**src/rtl/load_store_unit.sv**
```systemverilog
// RV32I memory-stage LSU: 2+ stall cycles per access (accept + BUSY until mem_ready), stalls the pipeline while memory withholds mem_ready.
// Optional MISALIGN_TRAP_EN: misaligned H/HU/W accesses skip the bus, pulse MisalignM and return zero.
module load_store_unit #(
    parameter int unsigned TIMEOUT_CYCLES = 255
) (
    input  logic        clk,
    input  logic        rst,
    input  logic        MemReqM,
    input  logic        MemWriteM,
    input  logic [2:0]  AddressingControlM,
    input  logic [31:0] ALUResultM,
    input  logic [31:0] WriteDataM,
    output logic [31:0] ReadDataM,
    output logic        StallM,
    output logic        BusErrM,
`ifdef MISALIGN_TRAP_EN
    output logic        MisalignM,
`endif
    output logic        mem_req,
    output logic        mem_we,
    output logic [31:0] mem_addr,
    output logic [31:0] mem_wdata,
    output logic [3:0]  mem_be,
    input  logic        mem_ready,
    input  logic [31:0] mem_rdata
);

    typedef enum logic [1:0] {IDLE, BUSY, DONE} state_t;

    localparam logic [15:0] LAST_CYCLE = 16'(TIMEOUT_CYCLES - 1);

    state_t      state;
    logic [15:0] counter;
    logic [2:0]  ctrl_q;
    logic [1:0]  lo_q;

    logic        is_byte;
    logic        is_half;
    logic [3:0]  be_next;
    logic [31:0] wdata_next;
    logic        trap;

    assign is_byte = (AddressingControlM[1:0] == 2'b00);
    assign is_half = (AddressingControlM[1:0] == 2'b01);

    always_comb begin
        be_next    = 4'b1111;
        wdata_next = WriteDataM;
        if (is_byte) begin
            be_next    = 4'b0001 << ALUResultM[1:0];
            wdata_next = {4{WriteDataM[7:0]}};
        end else if (is_half) begin
            be_next    = 4'b0011 << {ALUResultM[1], 1'b0};
            wdata_next = {2{WriteDataM[15:0]}};
        end
    end

`ifdef MISALIGN_TRAP_EN
    logic misaligned;
    assign misaligned = (is_half && ALUResultM[0]) ||
                        (!is_byte && !is_half && (ALUResultM[1:0] != 2'b00));
    assign trap      = misaligned;
    assign MisalignM = !rst && (state == IDLE) && MemReqM && misaligned;
`else
    assign trap = 1'b0;
`endif

    // Lane selection uses the address bits latched at accept time, not the live ALU result.
    logic [7:0]  byte_lane;
    logic [15:0] half_lane;
    logic [31:0] load_ext;

    assign byte_lane = 8'(mem_rdata >> {lo_q, 3'b000});
    assign half_lane = 16'(mem_rdata >> {lo_q[1], 4'b0000});

    always_comb begin
        load_ext = mem_rdata;
        case (ctrl_q)
            3'b000:  load_ext = {{24{byte_lane[7]}}, byte_lane};
            3'b100:  load_ext = {24'b0, byte_lane};
            3'b001:  load_ext = {{16{half_lane[15]}}, half_lane};
            3'b101:  load_ext = {16'b0, half_lane};
            default: load_ext = mem_rdata;
        endcase
    end

    assign StallM = !rst && (((state == IDLE) && MemReqM) || (state == BUSY));

    always_ff @(posedge clk or posedge rst) begin
        if (rst) begin
            state     <= IDLE;
            counter   <= 16'd0;
            ctrl_q    <= 3'b000;
            lo_q      <= 2'b00;
            ReadDataM <= 32'b0;
            BusErrM   <= 1'b0;
            mem_req   <= 1'b0;
            mem_we    <= 1'b0;
            mem_addr  <= 32'b0;
            mem_wdata <= 32'b0;
            mem_be    <= 4'b0;
        end else begin
            BusErrM <= 1'b0;
            case (state)
                IDLE: begin
                    if (MemReqM) begin
                        ctrl_q    <= AddressingControlM;
                        lo_q      <= ALUResultM[1:0];
                        mem_addr  <= {ALUResultM[31:2], 2'b00};
                        mem_wdata <= MemWriteM ? wdata_next : 32'b0;
                        mem_be    <= MemWriteM ? be_next : 4'b0;
                        counter   <= 16'd0;
                        if (trap) begin
                            mem_we    <= 1'b0;
                            ReadDataM <= 32'b0;
                            state     <= DONE;
                        end else begin
                            mem_we  <= MemWriteM;
                            mem_req <= 1'b1;
                            state   <= BUSY;
                        end
                    end
                end
                BUSY: begin
                    if (mem_ready) begin
                        if (!mem_we) begin
                            ReadDataM <= load_ext;
                        end
                        mem_req <= 1'b0;
                        counter <= 16'd0;
                        state   <= DONE;
                    end else if (counter == LAST_CYCLE) begin
                        // Abandon the access; a late mem_ready is never looked at outside BUSY.
                        mem_req   <= 1'b0;
                        BusErrM   <= 1'b1;
                        ReadDataM <= 32'b0;
                        counter   <= 16'd0;
                        state     <= DONE;
                    end else begin
                        counter <= counter + 16'd1;
                    end
                end
                DONE:    state <= IDLE;
                default: state <= IDLE;
            endcase
        end
    end

endmodule

```
**config.mk**
```make
export PLATFORM = sky130hd
export DESIGN_NAME = load_store_unit
export DESIGN_NICKNAME = d
export VERILOG_FILES = /design/src/rtl/load_store_unit.sv
export SDC_FILE = /design/constraint.sdc
export NUM_CORES = 1
export LEC_CHECK = 0
export CAP_MARGIN = 20
export CORE_UTILIZATION = 49
export DETAILED_ROUTE_END_ITERATION = 12
export GPL_TIMING_DRIVEN = 0
export PLACE_DENSITY = 0.85
export REMOVE_ABC_BUFFERS = 1
export SLEW_MARGIN = 10
export SYNTH_ARGS = -nofsm -noshare
export SYNTH_HDL_FRONTEND = slang
export SYNTH_SLANG_ARGS = --single-unit
```
**constraint.sdc**
```tcl
create_clock -name clk -period 6.4 [get_ports clk]
set_clock_uncertainty 0.1 [all_clocks]
set_input_delay 1.28 -clock clk [delete_from_list [all_inputs] [get_ports clk]]
set_output_delay 1.28 -clock clk [all_outputs]
set_load 0.05 [all_outputs]
```
==> flow_metrics.tcl <==
set metrics [dict create \
    cts_tree "yes" \
    boundaryPins 208 \
    post_synth_most_frequent_cells "sky130_fd_sc_hd__nand2_1 (169), sky130_fd_sc_hd__dfrtp_1 (124), sky130_fd_sc_hd__o21ai_0 (57), sky130_fd_sc_hd__mux2i_1 (38), sky130_fd_sc_hd__nor2_1 (33)" \
    critical_path_s_most_frequent_cell "sky130_fd_sc_hd__clkdlybuf4s50_1" \
    status "completed" \
    grt_setup_unrepaired "false" \
    worstSetupEndpointType "output port" \
    ir_worst_vdd_v 0.000342 \
    final_hold_viol_count 0 \
    clock_tree.root_cell "sky130_fd_sc_hd__clkbuf_16" \
    detailed_place.area_um2 8220 \
    yosysTopAreaCell "sky130_fd_sc_hd__dfrtp_1" \
    layout_min_cycle_time_ns 4.62 \
    core_area_um2 12100 \
    post-dp-hpwl_um 12100 \
    synth-edff-count 0 \
    synth-seq-area-share_pct 51.1 \
    routed_wirelength_um 17600 \
    critical_path.top_delay_family "buffers and inverters" \
    floorplan.initialDensity_pct 50.3 \
    post_synthesis_cell_count 626 \
    viasPerCell 5.60 \
    regToRegSetupSlack_ns 3.83 \
    holdCritPathClass "reg -> reg" \
    routedWlPerCell_um 17.7 \
    critical_path_fanouts_max 17 \
    path_buf_inv 2 \
    syn_area_per_cell_um2 9.70 \
    p_leak_uw 0.00392 \
    hold_path_end "mem_wdata[2]" \
    arrival_ns 3.24 \
    synth_compound_gate_area_share_pct 12.6 \
    power.density_nw_per_um2 548 \
    holdCritStartpoint "mem_wdata[2]" \
    antenna_found_initial 0 \
    least_margin_pin_slew_ns 0.969 \
    grt_start_max_net_pins 83 \
    gp_congestion 0.851 \
    fin_util_pct 73.3 \
    route.vias.total 5573 \
    r2r.worst_path.cells 4 \
    cp_data_required_time_ns 5.02 \
    setup_viol_count_final 0 \
    synth.mux.area_fraction_pct 12.1 \
    synth_top_area_share_pct 51.1 \
    synth-async-reset-ratio_pct 100 \
    cts.sink_count 124 \
    ys_warn_count 0 \
    placementRows 40 \
    final_cell_area_um2 8840 \
    synth-simple-area-share_pct 18.9 \
    slew_violations 0 \
    number_of_antenna_violating_nets_in_the_routed_design 0 \
    global_route_wire_length_before_repair_um 27900 \
    main_combinational_cell_family_by_area_after_synthesis "simple AND/OR/NAND/NOR gates" \
    clock_tree.htree_level_count 4 \
    synth-seq-cells 124 \
    post_synth_num_cell_types 55 \
    synth_most_common_cell "sky130_fd_sc_hd__nand2_1" \
    synth-adder-area-share_pct 0.412 \
    clkLatencyLatePin_ns 0.41 \
    main_area_contributors_after_synthesis "sky130_fd_sc_hd__dfrtp_1 (51%), sky130_fd_sc_hd__nand2_1 (10%), sky130_fd_sc_hd__mux2i_1 (6.3%)" \
    areaGrowthSynthToFinish_pct 45.6 \
    report.power.total_uw 4840 \
    chipHeight_um 113 \
    layout_worst_path_cycle_share_pct 72.2 \
    n_antenna_cell 0 \
    postCtsSetupRepairBufs 0 \
    worst_r2r_endpoint "ReadDataM[18]" \
    fin_tns_setup_ns 0 \
    fmax_mhz 216 \
    slew-limit-headroom_pct 35.1 \
    drt_iter0_drc 376 \
    portBuffers 205 \
    grt-ovfl-total 0 \
    nets 922 \
    worstPathCellList "clkdlybuf4s50_1, o21bai_2, nor2_1, clkdlybuf4s50_1" \
    design.die.area_um2 12800 \
    post_synth_xor_area_fraction_pct 1.01 \
    cts_buffers 17 \
    hold-worst-slack_ns 0.370 \
    fp.dieW_um 113 \
    worstHoldPathCells 2 \
    cts.hold.buffers_added 0 \
    worst_path_max_delay_cell "sky130_fd_sc_hd__clkdlybuf4s50_1" \
    synth_flop_cell "sky130_fd_sc_hd__dfrtp_1" \
    cp-start-kind "primary input" \
    cts_resized 0 \
    post_route_cells_drive_above_1_share_pct 7.13 \
    synth.cell_area_um2 6070 \
    crit-reg2reg-launch "counter[8]" \
    grt_pass1_vias 5681 \
    clk_transition_reported_paths_ns 0.05 \
    grt.total_usage_pct 28.2 \
    path_class "in -> out" \
    post-route-drc-count 0 \
    drv.max_cap_violation_count 0 \
    max_clock_buf_depth 2 \
    drtPass1Iterations 5 \
    worst_path_largest_cell_delay_ns 0.74 \
]
-- layout by cell type, fill, tap and decap left out, types with 6 or more instances in the layout --
master                              n
sky130_fd_sc_hd__a21oi_1           18
sky130_fd_sc_hd__a221oi_1           6
sky130_fd_sc_hd__a22o_1             9
sky130_fd_sc_hd__a32o_1             7
sky130_fd_sc_hd__clkbuf_16         17
sky130_fd_sc_hd__clkdlybuf4s50_1  205
sky130_fd_sc_hd__dfrtp_1          124
sky130_fd_sc_hd__inv_1              6
sky130_fd_sc_hd__mux2_1            15
sky130_fd_sc_hd__mux2_2             9
sky130_fd_sc_hd__mux2i_1           38
sky130_fd_sc_hd__nand2_1          168
sky130_fd_sc_hd__nand2b_1          10
sky130_fd_sc_hd__nand3_1           13
sky130_fd_sc_hd__nand4_1            6
sky130_fd_sc_hd__nor2_1            33
sky130_fd_sc_hd__nor3_1             7
sky130_fd_sc_hd__o21ai_0           57
sky130_fd_sc_hd__xnor2_1            7
-- worst register-to-register path: stages (launching register included) --
cell	delay, ns
sky130_fd_sc_hd__dfrtp_1	0.46
sky130_fd_sc_hd__nor4_1	0.59
sky130_fd_sc_hd__nand2_1	0.25
sky130_fd_sc_hd__o21bai_4	0.64
sky130_fd_sc_hd__mux2_2	0.42
-- state kept, by name, indices dropped and copies added (netlist names) --
register,count
mem_addr,30
mem_be,4
state,2
ReadDataM,32
mem_wdata,32
mem_we,1
lo_q,2
ctrl_q,3
mem_req,1
BusErrM,1
counter,16
-- cell type report --
| class | instances | area (um2) |
|---|---|---|
| Fill cell | 801 | 3230 |
| Sequential cell | 124 | 3100 |
| Multi-Input combinational cell | 456 | 2750 |
| Timing Repair Buffer | 209 | 2120 |
| Clock buffer | 24 | 502 |
| Tap cell | 168 | 210 |
| Clock inverter | 7 | 110 |
| Inverter | 8 | 35.0 |
-- worst max-delay path by stage --
| stage | startpoint | end | slack, ns | depth (start not counted) |
|---|---|---|---|---|
| 3_3_place_gp | rst | mem_wdata[3] | 0.002 | 2 |
| 5_1_grt | MemReqM | StallM | 1.68 | 4 |
| 3_5_place_dp | MemReqM | StallM | 1.76 | 4 |
| 6_report | MemReqM | StallM | 1.78 | 4 |
| 4_1_cts | MemReqM | StallM | 1.77 | 4 |
| 2_1_floorplan | rst | BusErrM | 1.72 | 1 |
-- per-layer routing --
metal | share of wire, % | vias to the layer above | global-route usage [%] | wire, um
li1 | - | 2543 | - | -
met1 | 39 | 2741 | 32.7 | 6890
met2 | 50 | 257 | 48.4 | 8870
met3 | 8.6 | 32 | 9.64 | 1520
met4 | 1.8 | 0 | 10.8 | 310
met5 | 0 | - | 0 | 0
-- logic make-up after synthesis --
group	count (synthesis)
flops	124
simple gates	260
compound gates	119
other cells	1
fa+ha+maj	2
xor+xnor	7
mux	66
buf+inv	47
-- stage by stage --
stage / instances / worst slack [ns]
floorplan: 588 / 1.72
global placement: 961 / 0.00162
detailed placement: 965 / 1.76
CTS: 996 / 1.77
global route: 996 / 1.68
finish: 996 / 1.78
-- power by group --
part / internal, uW / switching [uW]
Sequential: 1100 / 238
Combinational: 849 / 1660
Clock: 659 / 337
Total: 2600 / 2230
Power figures use the tool's default switching activity.
